--- src/rtl/jpeg_bitstream_unpacker.sv ---
// -----------------------------------------------------------------------------
// jpeg_bitstream_unpacker
//
// Reader-side counterpart to the 32-bit JPEG bitstream packer. Packed words are
// split into bytes, JPEG byte stuffing (0xFF 0x00 -> 0xFF) is removed, markers
// (0xFF followed by anything other than 0x00/0xFF) halt the stream, and the
// de-stuffed bits are served MSB-first as 1..MAX_RD bit reads to a downstream
// entropy decoder.
//
// Optional feature: define UNPACK_STATS_EN to add saturating statistics
// counters (stat_bytes_o, stat_stuffed_o, stat_markers_o). Without the macro
// those ports and counters do not exist.
//
// Parameters:
//   BUF_W  bit-buffer depth in bits (>= MAX_RD + 8)
//   MAX_RD maximum bits per read request (<= 16, the rd_data_o width)
//
// Ports:
//   clk_i            clock, rising edge
//   rst_n_i          asynchronous active-low reset
//   in_valid_i       input word valid
//   in_ready_o       unpacker can accept a word this cycle
//   in_data_i        packed word, byte [31:24] first in stream order
//   in_last_i        final word of the stream
//   in_last_bytes_i  valid bytes (1..4, left-aligned) in the final word
//   rd_valid_i       read request
//   rd_len_i         bits requested, 1..MAX_RD
//   rd_ready_o       request can complete this cycle (count >= rd_len_i)
//   rd_data_o        requested bits, right-aligned, upper bits zero
//   marker_valid_o   marker detected, byte processing halted
//   marker_code_o    byte that followed 0xFF
//   marker_clr_i     one-cycle pulse resuming after a marker
//   eos_o            stream ended and bit buffer empty
//   err_trunc_o      sticky: stream ended on a dangling 0xFF
//   stat_bytes_o     (UNPACK_STATS_EN) raw input bytes consumed
//   stat_stuffed_o   (UNPACK_STATS_EN) stuff bytes removed
//   stat_markers_o   (UNPACK_STATS_EN) markers detected
// -----------------------------------------------------------------------------
module jpeg_bitstream_unpacker #(
    parameter int BUF_W  = 32,
    parameter int MAX_RD = 16
) (
    input  logic        clk_i,
    input  logic        rst_n_i,
    input  logic        in_valid_i,
    output logic        in_ready_o,
    input  logic [31:0] in_data_i,
    input  logic        in_last_i,
    input  logic [2:0]  in_last_bytes_i,
    input  logic        rd_valid_i,
    input  logic [4:0]  rd_len_i,
    output logic        rd_ready_o,
    output logic [15:0] rd_data_o,
    output logic        marker_valid_o,
    output logic [7:0]  marker_code_o,
    input  logic        marker_clr_i,
    output logic        eos_o,
    output logic        err_trunc_o
`ifdef UNPACK_STATS_EN
    ,
    output logic [31:0] stat_bytes_o,
    output logic [15:0] stat_stuffed_o,
    output logic [7:0]  stat_markers_o
`endif
);

    localparam int CNT_W = $clog2(BUF_W + 1);

    typedef enum logic [1:0] {
        ST_RUN     = 2'd0,
        ST_FF_SEEN = 2'd1,
        ST_MARKER  = 2'd2,
        ST_DONE    = 2'd3
    } state_t;

    // ------------------------------------------------------------------
    // State
    // ------------------------------------------------------------------
    state_t             state_q, state_d;
    logic [31:0]        hold_data_q, hold_data_d;   // current byte at [31:24]
    logic [2:0]         hold_cnt_q, hold_cnt_d;     // bytes still to emit
    logic               fin_q, fin_d;               // final word accepted
    logic [BUF_W-1:0]   buf_q, buf_d;               // oldest bit at MSB
    logic [CNT_W-1:0]   count_q, count_d;
    logic [7:0]         marker_code_q, marker_code_d;
    logic               err_trunc_q, err_trunc_d;

    // ------------------------------------------------------------------
    // Byte-stage helpers
    // ------------------------------------------------------------------
    logic [7:0]         byte_cur;
    logic               byte_avail;
    logic               stage_open;
    logic               end_reached;
    logic               byte_take;
    logic               append_en;
    logic [7:0]         append_byte;
    logic               marker_hit;
    logic               accept_ok;
    logic               in_load;

    assign byte_cur    = hold_data_q[31:24];
    assign byte_avail  = (hold_cnt_q != 3'd0);
    // Room for a whole byte is judged on the current count; a read in the
    // same cycle only frees more space.
    assign stage_open  = (count_q <= CNT_W'(BUF_W - 8));
    // The end flag is reached once the final word has emitted its last byte.
    assign end_reached = fin_q && !byte_avail;

    // ------------------------------------------------------------------
    // FSM: state register
    // ------------------------------------------------------------------
    always_ff @(posedge clk_i or negedge rst_n_i) begin
        if (!rst_n_i) begin
            state_q     <= ST_RUN;
            err_trunc_q <= 1'b0;
        end else begin
            state_q     <= state_d;
            err_trunc_q <= err_trunc_d;
        end
    end

    // ------------------------------------------------------------------
    // FSM: next-state logic
    // ------------------------------------------------------------------
    always_comb begin
        state_d     = state_q;
        err_trunc_d = err_trunc_q;
        case (state_q)
            ST_RUN: begin
                if (end_reached) begin
                    state_d = ST_DONE;
                end else if (byte_take && (byte_cur == 8'hFF)) begin
                    state_d = ST_FF_SEEN;
                end
            end
            ST_FF_SEEN: begin
                if (end_reached) begin
                    // Stream ended between 0xFF and its partner byte.
                    state_d     = ST_DONE;
                    err_trunc_d = 1'b1;
                end else if (byte_take) begin
                    if (byte_cur == 8'h00) begin
                        state_d = ST_RUN;
                    end else if (byte_cur != 8'hFF) begin
                        state_d = ST_MARKER;
                    end
                    // 0xFF here is a fill byte: stay in FF_SEEN.
                end
            end
            ST_MARKER: begin
                if (marker_clr_i) begin
                    state_d = ST_RUN;
                end
            end
            default: begin
                // ST_DONE is left only through reset.
            end
        endcase
    end

    // ------------------------------------------------------------------
    // FSM: output / control logic
    // ------------------------------------------------------------------
    always_comb begin
        byte_take      = 1'b0;
        append_en      = 1'b0;
        append_byte    = byte_cur;
        marker_hit     = 1'b0;
        accept_ok      = 1'b0;
        marker_valid_o = 1'b0;
        eos_o          = 1'b0;
        case (state_q)
            ST_RUN: begin
                byte_take = byte_avail && stage_open;
                append_en = byte_take && (byte_cur != 8'hFF);
                accept_ok = 1'b1;
            end
            ST_FF_SEEN: begin
                byte_take   = byte_avail && stage_open;
                // Only the stuffed 0x00 produces data, and the data is 0xFF.
                append_en   = byte_take && (byte_cur == 8'h00);
                append_byte = 8'hFF;
                marker_hit  = byte_take && (byte_cur != 8'h00) && (byte_cur != 8'hFF);
                accept_ok   = 1'b1;
            end
            ST_MARKER: begin
                marker_valid_o = 1'b1;
            end
            default: begin
                eos_o = (count_q == '0);
            end
        endcase
        // The holding register refills in the same cycle its last byte
        // leaves, so consecutive words stream without a bubble. Gating with
        // rst_n_i keeps in_ready low for as long as reset is held.
        in_ready_o = accept_ok && rst_n_i && !fin_q &&
                     (!byte_avail || ((hold_cnt_q == 3'd1) && byte_take));
    end

    assign in_load       = in_valid_i && in_ready_o;
    assign marker_code_o = marker_code_q;
    assign err_trunc_o   = err_trunc_q;

    // ------------------------------------------------------------------
    // Input holding register
    // ------------------------------------------------------------------
    logic [2:0] last_cnt;

    always_comb begin
        // Out-of-range byte counts on the final word are treated as a full word.
        last_cnt    = (in_last_bytes_i inside {3'd1, 3'd2, 3'd3}) ? in_last_bytes_i : 3'd4;
        hold_data_d = hold_data_q;
        hold_cnt_d  = hold_cnt_q;
        fin_d       = fin_q;
        if (byte_take) begin
            hold_data_d = {hold_data_q[23:0], 8'h00};
            hold_cnt_d  = hold_cnt_q - 3'd1;
        end
        if (in_load) begin
            hold_data_d = in_data_i;
            hold_cnt_d  = in_last_i ? last_cnt : 3'd4;
            fin_d       = in_last_i;
        end
    end

    always_ff @(posedge clk_i or negedge rst_n_i) begin
        if (!rst_n_i) begin
            hold_data_q <= '0;
            hold_cnt_q  <= '0;
            fin_q       <= 1'b0;
        end else begin
            hold_data_q <= hold_data_d;
            hold_cnt_q  <= hold_cnt_d;
            fin_q       <= fin_d;
        end
    end

    // ------------------------------------------------------------------
    // Bit buffer and read port
    // ------------------------------------------------------------------
    logic                len_ok;
    logic                rd_fire;
    logic [CNT_W-1:0]    rd_amt;
    logic [CNT_W-1:0]    rem_cnt;
    logic [BUF_W-1:0]    ins_word;
    logic [MAX_RD-1:0]   top_bits;
    logic [4:0]          rd_shamt;

    assign len_ok     = (rd_len_i != 5'd0) && (rd_len_i <= 5'(MAX_RD));
    assign rd_ready_o = len_ok && (count_q >= CNT_W'(rd_len_i));
    assign rd_fire    = rd_valid_i && rd_ready_o;

    assign top_bits   = buf_q[BUF_W-1 -: MAX_RD];
    assign rd_shamt   = 5'(MAX_RD) - rd_len_i;
    assign rd_data_o  = len_ok ? 16'(top_bits >> rd_shamt) : 16'd0;

    always_comb begin
        rd_amt   = rd_fire ? CNT_W'(rd_len_i) : '0;
        rem_cnt  = count_q - rd_amt;
        // New byte is placed directly below the bits that survive this
        // cycle's read; bits below count are kept zero so OR-ing is safe.
        ins_word = {append_byte, {(BUF_W - 8){1'b0}}} >> rem_cnt;
        buf_d    = buf_q << rd_amt;
        count_d  = rem_cnt;
        if (append_en) begin
            buf_d   = buf_d | ins_word;
            count_d = rem_cnt + CNT_W'(8);
        end
    end

    always_comb begin
        marker_code_d = marker_code_q;
        if (marker_hit) begin
            marker_code_d = byte_cur;
        end
    end

    always_ff @(posedge clk_i or negedge rst_n_i) begin
        if (!rst_n_i) begin
            buf_q         <= '0;
            count_q       <= '0;
            marker_code_q <= '0;
        end else begin
            buf_q         <= buf_d;
            count_q       <= count_d;
            marker_code_q <= marker_code_d;
        end
    end

`ifdef UNPACK_STATS_EN
    // ------------------------------------------------------------------
    // Saturating statistics counters
    // ------------------------------------------------------------------
    logic [31:0] stat_bytes_q, stat_bytes_d;
    logic [15:0] stat_stuffed_q, stat_stuffed_d;
    logic [7:0]  stat_markers_q, stat_markers_d;

    always_comb begin
        stat_bytes_d   = stat_bytes_q;
        stat_stuffed_d = stat_stuffed_q;
        stat_markers_d = stat_markers_q;
        if (byte_take && (stat_bytes_q != '1)) begin
            stat_bytes_d = stat_bytes_q + 32'd1;
        end
        // An append from FF_SEEN is exactly a removed stuff byte.
        if (append_en && (state_q == ST_FF_SEEN) && (stat_stuffed_q != '1)) begin
            stat_stuffed_d = stat_stuffed_q + 16'd1;
        end
        if (marker_hit && (stat_markers_q != '1)) begin
            stat_markers_d = stat_markers_q + 8'd1;
        end
    end

    always_ff @(posedge clk_i or negedge rst_n_i) begin
        if (!rst_n_i) begin
            stat_bytes_q   <= '0;
            stat_stuffed_q <= '0;
            stat_markers_q <= '0;
        end else begin
            stat_bytes_q   <= stat_bytes_d;
            stat_stuffed_q <= stat_stuffed_d;
            stat_markers_q <= stat_markers_d;
        end
    end

    assign stat_bytes_o   = stat_bytes_q;
    assign stat_stuffed_o = stat_stuffed_q;
    assign stat_markers_o = stat_markers_q;
`endif

endmodule

--- config.mk ---
export PLATFORM = sky130hd
export DESIGN_NAME = jpeg_bitstream_unpacker
export DESIGN_NICKNAME = d
export VERILOG_FILES = /design/src/rtl/jpeg_bitstream_unpacker.sv
export SDC_FILE = /design/constraint.sdc
export NUM_CORES = 1
export LEC_CHECK = 0
export BUFFER_PORTS_ARGS = -buffer_cell sky130_fd_sc_hd__buf_2
export CAP_MARGIN = 15
export CELL_PAD_IN_SITES_DETAIL_PLACEMENT = 1
export CELL_PAD_IN_SITES_GLOBAL_PLACEMENT = 1
export CORE_ASPECT_RATIO = 0.8
export CORE_UTILIZATION = 40
export CTS_CLUSTER_DIAMETER = 60
export CTS_CLUSTER_SIZE = 30
export DETAILED_ROUTE_END_ITERATION = 8
export PLACE_DENSITY = 0.83
export SLEW_MARGIN = 40
export SYNTH_ARGS = -nofsm -noshare
export SYNTH_HDL_FRONTEND = slang
export SYNTH_SLANG_ARGS = --single-unit
--- constraint.sdc ---
create_clock -name clk_i -period 5.2 [get_ports clk_i]
set_input_delay 0.26 -clock clk_i [delete_from_list [all_inputs] [get_ports clk_i]]
set_output_delay 0.26 -clock clk_i [all_outputs]
set_load 0.005 [all_outputs]
# Word-level counts from Yosys, hierarchy flattened
# Cells that the tools add are included.
[totals]
ff_bits = 85
inputBits = 46
wordCells = 87
[classes]
add_sub_neg = 4
order_cmp = 3
eq_ne = 12
shift = 3
mux = 25
bitwise_logic = 1
reduce_logical = 31
[op_table]
columns = ["op", "count"]
rows = [
  ["$mux W32", 3],
  ["$or A32 B32 Y32", 1],
  ["$shl A32 B5 Y32", 1],
  ["$shr A32 B6 Y32", 1],
  ["$mux W16", 1],
  ["$shr A16 B5 Y16", 1],
  ["$logic_and A1 B1 Y1", 15],
  ["$mux W2", 7],
  ["$mux W3", 4],
  ["$reduce_bool A3 Y1", 3],
  ["$eq A8 B8 Y1 const B", 1],
  ["$logic_not A8 Y1", 1],
  ["$mux W8", 1],
  ["$ne A8 B8 Y1 const B", 1],
  ["$reduce_bool A8 Y1", 1],
  ["$add A6 B4 Y6 const B", 1],
  ["$eq A3 B1 Y1 const B", 2],
  ["$eq A3 B2 Y1 const B", 2],
  ["$ge A6 B5 Y1", 1],
  ["$le A6 B5 Y1 const B", 1],
  ["$logic_not A6 Y1", 1],
  ["$mux W6", 1],
  ["$ne A3 B3 Y1 const B", 2],
  ["$pmux W2 S3", 1],
  ["20 further kinds", 25],
]

# Longest topological paths before layout
# Gate-level depths: netlist (run 1).
[logic_depth]
ltp_word = 9
mapped_depth = 22

# Least setup slack after synthesis (run 1)
# Ideal clock, no wire load.
[synth_path]
kind = "input -> register"
from = "in rd_len_i[0]"
to = "reg buf_q[21]"
setup_time_ns = 0.131
arrival_ns = 4.442
t_required_ns = 5.069
slack_ns = 0.627
path_stages = 22
path_buffers = 5
cell_sequence = "buf_2 -> clkinv_1 -> buf_1 -> ha_1 -> nor3b_4 -> o2bb2ai_2 -> and3_4 -> buf_6 -> nand2_8 -> inv_6 -> buf_2 -> ha_1 -> fa_1 -> clkbuf_1 -> inv_1 -> a2111oi_0 -> a21oi_1 -> nand2_1 -> o41ai_1 -> o211ai_1 -> o31ai_1 -> or3_1"
[synth_via]
elab_chain_len = 9
word_cells_on_any_way = 12
cone_classes = "1 x add/sub; 2 x order compare; 2 x shift; 2 x mux; 1 x bitwise; 4 x reduce/logical"
[synth_lines]
columns = ["item", "line_no", "source"]
rows = [
  ["start, declared", "51", "input logic [4:0] rd_len_i,"],
  ["$le A5 B5 Y1 / $reduce_bool A5 Y1 (equally long branches)", "250", "assign len_ok = (rd_len_i != 5'd0) && (rd_len_i <= 5'(MAX_RD));"],
  ["$logic_and A1 B1 Y1", "250", ""],
  ["$logic_and A1 B1 Y1", "251", "assign rd_ready_o = len_ok && (count_q >= CNT_W'(rd_len_i));"],
  ["$logic_and A1 B1 Y1", "252", "assign rd_fire = rd_valid_i && rd_ready_o;"],
  ["$mux W5 *", "259", "rd_amt = rd_fire ? CNT_W'(rd_len_i) : '0;"],
  ["$sub A6 B5 Y6", "260", "rem_cnt = count_q - rd_amt;"],
  ["$shr A32 B6 Y32", "263", "ins_word = {append_byte, {(BUF_W - 8){1'b0}}} >> rem_cnt;"],
  ["$or A32 B32 Y32", "267", "buf_d = buf_d | ins_word;"],
  ["$mux W32 *", "266", "if (append_en) begin"],
  ["via buf_d[21]", "83", "logic [BUF_W-1:0] buf_q, buf_d;"],
  ["end signal, assigned", "285", "buf_q <= buf_d;"],
  ["end, declared", "83", ""],
]
# The timed path passes the listed nets; every way through them passes the cells marked *.
# A chain may end at the register's enable or synchronous reset.

# Final worst setup path (run 1)
[layout_path]
from = "in rd_len_i[3]"
to = "reg buf_q[24]"
# The elaborated chain is that of the path after synthesis.

==> results by group, run 1 <==
Run status
  • Outcome: complete, no violations

Synth
  • Largest family of logic cells by synthesized area: compound AO/OA/AOI/OAI gates
  • Synth Area in Adders: 3.29%
  • Ys flop type: dfrtp_1
  • Syn nets: 977
  • Cell taking the most area after synthesis: dfrtp_1
  • Mapped Cells: 912
  • Warnings from Yosys: 0
  • Simple-Gate Fraction of Synth Area: 20.8%
  • Area share of the largest cell type after synthesis: 28.5%
  • FFs w/ async S/R, synth: 100%
  • Post-Syn Area per Cell: 8.18 um2
  • Post-synthesis cell type count: 82
  • Netlist Area Pre-Place: 7460 um2
  • Synth top area cells: dfrtp_1, mux2i_1, nand2_1, nor2_1, o21ai_0
  • Complex-gate fraction of the synthesized area: 25.5%
  • Post-synth EDFFs: 0
  • Area share of xor/xnor cells in the synthesized design: 1.17%
  • Mux cell area share after synthesis: 15.3%
  • #FFs+latches synth: 85
  • Post-synthesis sequential area ratio: 28.5%

Die
  • Die area: 19,200 um2
  • I/O pin count: 75
  • Die height: 124 um
  • Core Rows: 44
  • Core area: 18,200 um2
  • Die Wd: 155 um
  • Initial cell density of the core: 40.9%

STA
  • Worst slew margin: 44.0%
  • Final Cycle Share: 86.3%
  • Layout Skew: 0.0114 ns
  • Final hold vios: 0
  • Measured slew at the worst slew-check pin: 0.819 ns
  • Max Slew Vio Count: 0
  • Final min period: 4.49 ns
  • Final setup fails: 0
  • Fin Setup TNS: 0 ns
  • RSZ-0062 raised after global routing: no
  • Fmax: 0.223 GHz

Min path
  • HP Class: in2reg

Setup path
  • Worst Path Arrival: 4.70 ns
  • Crit end category: flip-flop
  • CP Data Required Time: 5.41 ns
  • Critical path type: in2reg
  • Startpoint Class: input port
  • Crit-path max FO: 19

CTS
  • # clock sinks: 85
  • Hold buffers post-CTS: 1
  • Post-CTS Setup Inserts: 0
  • Htree depth: 3
  • Post_cts resized: 0
  • Longest Clk Path Bufs: 2
  • Total CTS buffers: 9
  • CTS root buffer: clkbuf_16
  • CTS tree: yes
  • Worst-Skew Late Latency: 0.35 ns
  • Reg clk slew, reported paths: 0.08 ns

Global routing
  • Overall Global Routing Usage: 31.2%
  • Antenna violations before repair: 0
  • Vias in the first global route: 7,803
  • Largest net degree at the start of global routing: 70
  • Total gr overflow: 0
  • First-pass GRT wire length: 45,900 um

Power and ir drop
  • Leak: 3.64 nW
  • Register share of total power: 24.3%
  • NetSw: 2.85 mW
  • Max rail drop VDD: 286 uV
  • Pint: 2.55 mW
  • Clock share of power: 12.1%
  • Comb power frac: 63.7%
  • Switch share: 52.7%
  • P per Cell Area: 635 nW/um2

Finish
  • Fin util: 46.7%
  • Share of cells above drive strength 1: 20.5%
  • Ant diodes: 0
  • Area Overhead vs Synth: 14.0%
  • Final Net Count: 1,033
  • Fillers: 2,190

Place
  • Final HPWL DP: 21,600 um
  • Port Buffers: 74
  • Final GP Congestion: 0.984

Run
  • Max-cap violation count: 0

Drt
  • Met1 Wirelength: 13,100 um
  • Final WL: 29,000 um
  • Final antenna-violating net count: 0
  • Pre-antenna DRT Iters: 5
  • Vias: 7,913
  • Remaining DRCs: 0
  • Top layer in use: met4
  • Vias per inst: 6.45
  • Met2 wire length: 12,600 um
  • Routed length per instance: 23.6 um
  • Met3 WL: 2670 um
  • DR iter-0 viols: 748
## logic make-up (layout without fill, tap and decap cells)
kind of cell / Yosys count / count (layout)
mux: 101 / 101
flops: 85 / 85
buf+inv: 96 / 157
fa+ha+maj: 19 / 19
compound gates: 278 / 278
xor+xnor: 10 / 10
simple gates: 323 / 323
## Yosys cell counts (12+ instances only)
cell type  count
nand3_1       24
buf_2         18
o22ai_1       15
and2_1        12
a211oi_1      24
nand2_1      101
dfrtp_1       85
ha_1          18
a31oi_1       13
o21ai_0       65
nor3_1        23
a21oi_1       49
inv_1         23
nor2_1        91
mux2i_1       66
mux2_2        27
clkbuf_1      37
## cell type report
cell class / instances / area (um2) / share of cell area, %
inverter: 32 / 125 / 1.47
sequential: 85 / 2130 / 25.0
clock buffer: 9 / 225 / 2.65
multi-input combinational: 731 / 5000 / 58.8
timing repair buffer: 109 / 638 / 7.50
tap: 253 / 317 / 3.72
clock inverter: 7 / 73.8 / 0.868
## registers in the layout, indices dropped and copies added, names as in the netlist
signal         count
fin_q              1
state_q            2
hold_data_q       32
hold_cnt_q         3
count_q            6
err_trunc_o        1
marker_code_o      8
buf_q             32
## power by group through the flow
stage          registers [mW]  clock network (mW)  logic (mW)
2_1_floorplan            1.10                   0        2.38
3_3_place_gp             1.29                   0        3.21
3_5_place_dp             1.30                   0        3.30
4_1_cts                  1.29               0.658        3.34
5_1_grt                  1.33               0.689        3.69
6_report                 1.31               0.651        3.44
## critical path: stages
cell and delay, ns:
buf_2 0.31, inv_1 0.23, ha_1 0.36, a21o_1 0.17
a211oi_2 0.30, o21ai_2 0.18, nand2_8 0.20, inv_6 0.12
ha_1 0.62, inv_1 0.24, a211oi_1 0.45, mux2_2 0.28
o21ai_0 0.17, a211o_1 0.34, or4_1 0.46
## metal layers
metal	vias up	track usage, %
met3	65	6.37
met5	-	0
met2	424	47.9
met4	0	8.73
li1	3507	-
met1	3917	44.5
## layout by cell type, fill, tap and decap left out, types with 8 or more instances in the layout
| cell | n |
|---|---|
| buf_2 | 73 |
| dfrtp_1 | 85 |
| nand2_1 | 101 |
| and2_1 | 12 |
| buf_4 | 35 |
| inv_1 | 23 |
| o221ai_1 | 11 |
| a22oi_1 | 9 |
| ha_1 | 17 |
| nor2_1 | 90 |
| a211oi_1 | 24 |
| o21ai_0 | 64 |
| nand2b_1 | 11 |
| clkbuf_16 | 9 |
| mux2_2 | 27 |
| a21oi_1 | 49 |
| nor2b_1 | 10 |
| nand3_1 | 24 |
| o22ai_1 | 15 |
| mux2i_1 | 66 |
| a31oi_1 | 13 |
| mux4_2 | 8 |
| or3_1 | 8 |
| o211ai_1 | 11 |
| nor3_1 | 23 |
## through the flow
step                      total power [mW]  setup slack [ns]  cells  instance area, um2  hold WS, ns
final                                 5.40             0.714   1226                8500        0.106
after global routing                  5.71             0.503   1226                8500        0.118
after CTS                             5.29             0.805   1226                8490        0.106
after detailed placement              4.60             0.485   1209                8180        0.337
after global placement                4.50             0.729   1209                8150        0.334
after floorplan                       3.48             0.627    912                7460      -0.0356
## final timing paths
path,depth (start not counted),startpoint,slack (ns),to
max reg2reg,13,count_q[3],0.77,buf_q[24]
min,3,in_data_i[2],0.11,hold_data_q[2]
max,15,rd_len_i[3],0.71,buf_q[24]
max in group asynchronous,3,rst_n_i,3.68,marker_code_o[3]
min reg2reg,1,err_trunc_o,0.48,err_trunc_o
min in group asynchronous,2,rst_n_i,0.50,hold_data_q[6]
Note: power is estimated with default switching activity, not from simulation.
==> run 2, diff against run 1 <==
ABC_AREA = 0   (was unset)
CTS_BUF_LIST = sky130_fd_sc_hd__clkbuf_2 sky130_fd_sc_hd__clkbuf_4 sky130_fd_sc_hd__clkbuf_8   (was unset)
SETUP_SLACK_MARGIN = 0.1   (was unset)
==> results by group, run 2 (synthesized netlist as in run 1, its figures left out) <==
Power and ir drop
  • Max rail drop VDD: 279 uV (-2.4%)
  • Leak: 3.59 nW (-1.3%)
  • Comb power frac: 65.6% (+1.9 points)
  • P per Cell Area: 621 nW/um2 (-2.3%)
  • Clock share of power: 9.3% (-2.8 points)
  • Switch share: 54.0% (+1.2 points)
  • Register share of total power: 25.2% (+0.9 points)
  • Pint: 2.40 mW (-6.0%)
  • NetSw: 2.81 mW (-1.2%)

Setup path
  • Worst path bufs/invs: 4 (unchanged)
  • Startpoint Class: input port
  • Worst-path cell chain: buf_2 > inv_1 > ha_1 > a21o_1 > a211oi_2 > o21ai_2 > nand2_8 > inv_6 > ha_1 > inv_1 > a211oi_1 > mux2_2 > o21ai_0 > a211o_1 > or4_1
  • Crit-path max FO: 19 (unchanged)
  • Crit end category: flip-flop
  • Reg2Reg Setup Slack: 0.79 ns (+0.02 ns)
  • Max stage delay on crit path: 0.62 ns (about the same)
  • CP delay by family, top: compound AO/OA/AOI/OAI gates
  • CP Data Required Time: 5.44 ns (+0.03 ns)
  • Worst Path Arrival: 4.68 ns (-0.02 ns)
  • Critical path type: in2reg
  • CP max-delay cell: ha_1

CTS
  • CTS tree: yes
  • Post-CTS Setup Inserts: 0 (unchanged)
  • Hold buffers post-CTS: 1 (unchanged)
  • CTS root buffer: clkbuf_8
  • Htree depth: 3 (unchanged)
  • Post_cts resized: 0 (unchanged)
  • Worst-Skew Late Latency: 0.37 ns (+0.02 ns)
  • # clock sinks: 85 (unchanged)
  • Reg clk slew, reported paths: 0.11 ns (+0.03 ns)
  • Total CTS buffers: 9 (unchanged)
  • Longest Clk Path Bufs: 2 (unchanged)

Die
  • Initial cell density of the core: 40.9% (unchanged)
  • Core Rows: 44 (unchanged)
  • Die height: 124 um (unchanged)
  • Core area: 18,200 um2 (unchanged)
  • I/O pin count: 75 (unchanged)
  • Die Wd: 155 um (unchanged)
  • Die area: 19,200 um2 (unchanged)

STA
  • Max Slew Vio Count: 0 (unchanged)
  • Final Cycle Share: 85.4% (-0.84 points)
  • Fmax: 0.225 GHz (+0.98%)
  • Final min period: 4.44 ns (-0.0436 ns)
  • Final setup fails: 0 (unchanged)
  • RSZ-0062 raised after global routing: no
  • Worst slew margin: 47.0% (+3.0 points)
  • Worst setup margin: 0.757 ns (+0.0436 ns)
  • Worst hold slack: 0.0751 ns (-0.0307 ns)
  • Final hold vios: 0 (unchanged)
  • Layout Skew: 0.0162 ns (+0.00486 ns)
  • Measured slew at the worst slew-check pin: 0.775 ns (-0.0442 ns)
  • Fin Setup TNS: 0 ns (unchanged)

Finish
  • Area Overhead vs Synth: 12.6%
  • Non-Filler Instances: 1,226 (unchanged)
  • Ant diodes: 0 (unchanged)
  • Final Net Count: 1,033 (unchanged)
  • Most frequent cells in the layout: nand2_1, nor2_1, dfrtp_1
  • Share of cells above drive strength 1: 20.5% (unchanged)
  • Most common cell after layout, fill and taps aside: nand2_1

Global routing
  • Total gr overflow: 0 (unchanged)
  • Largest net degree at the start of global routing: 70 (unchanged)
  • Overall Global Routing Usage: 31.0% (-0.16 points)
  • Antenna violations before repair: 0 (unchanged)
  • Vias in the first global route: 7,733 (-0.90%)
  • First-pass GRT wire length: 45,700 um (-0.52%)

Min path
  • HP Class: in2reg

Place
  • Port Buffers: 74 (unchanged)
  • Pre-CTS setup slack: 0.485 ns (unchanged)
  • Final HPWL DP: 21,600 um (unchanged)
  • Placed insts: 1,209 (unchanged)
  • Final GP Congestion: 0.984 (unchanged)

Drt
  • Final WL: 28,900 um (-0.36%)
  • Vias: 7,911 (-0.025%)
  • Pre-antenna DRT Iters: 6 (+1)
  • Remaining DRCs: 0 (unchanged)
  • DR iter-0 viols: 683 (-8.7%)
  • Final antenna-violating net count: 0 (unchanged)
  • Vias per inst: 6.45 (about the same)
  • Routed length per instance: 23.6 um (-0.36%)

Run
  • Max-cap violation count: 0 (unchanged)

Run status
  • Outcome: complete, no violations
run 2: cell counts in the layout (fill, tap and decap cells not counted):
No cell type changed its count.
run 2: final cells by class:
cell class	instances	area, um2
tap	253	317
clock inverter	7	73.8
sequential	85	2130
multi-input combinational	731	5000
fill	2191	9820
inverter	32	125
clock buffer	9	124
timing repair buffer	109	638
run 2: path summary, 6_finish.rpt:
kind | start | endpoint | cells past startpoint
hold reg to reg | err_trunc_o | err_trunc_o | 1
hold / removal | in_data_i[0] | hold_data_q[0] | 3
setup reg to reg | count_q[3] | buf_q[24] | 13
min in group asynchronous | rst_n_i | hold_data_q[6] | 2
setup / recovery | rd_len_i[3] | buf_q[24] | 15
max in group asynchronous | rst_n_i | hold_data_q[18] | 3
run 2: worst register-to-register path: stages (launching register included):
cell,delay (ns)
dfrtp_1,0.45
ha_1,0.32
a21o_1,0.17
a211oi_2,0.30
o21ai_2,0.18
nand2_8,0.20
inv_6,0.13
ha_1,0.62
inv_1,0.25
a211oi_1,0.44
mux2_2,0.27
o21ai_0,0.17
a211o_1,0.34
or4_1,0.45
run 2: routing by layer:
layer	share of wire (%)	routed length, um	GRT usage, %
met5	0	0	0
met4	2.6	755	9.10
met3	9.4	2710	6.58
met2	43	12400	47.2
met1	45	13000	44.3
run 2: power by group through the flow:
stage,clock network [mW],registers [mW],logic [mW]
after floorplan,0,1.10,2.38
after global placement,0,1.29,3.21
after detailed placement,0,1.30,3.30
after CTS,0.487,1.29,3.33
after global routing,0.513,1.33,3.68
final,0.483,1.31,3.42
run 2: per-stage QoR:
| stage | power [mW] | area [um2] | utilization, % |
|---|---|---|---|
| floorplan | 3.48 | 7460 | - |
| global placement | 4.50 | 8150 | 44.7 |
| detailed placement | 4.60 | 8180 | 44.9 |
| CTS | 5.11 | 8390 | 46.1 |
| global route | 5.52 | 8400 | 46.1 |
| finish | 5.22 | 8400 | 46.1 |
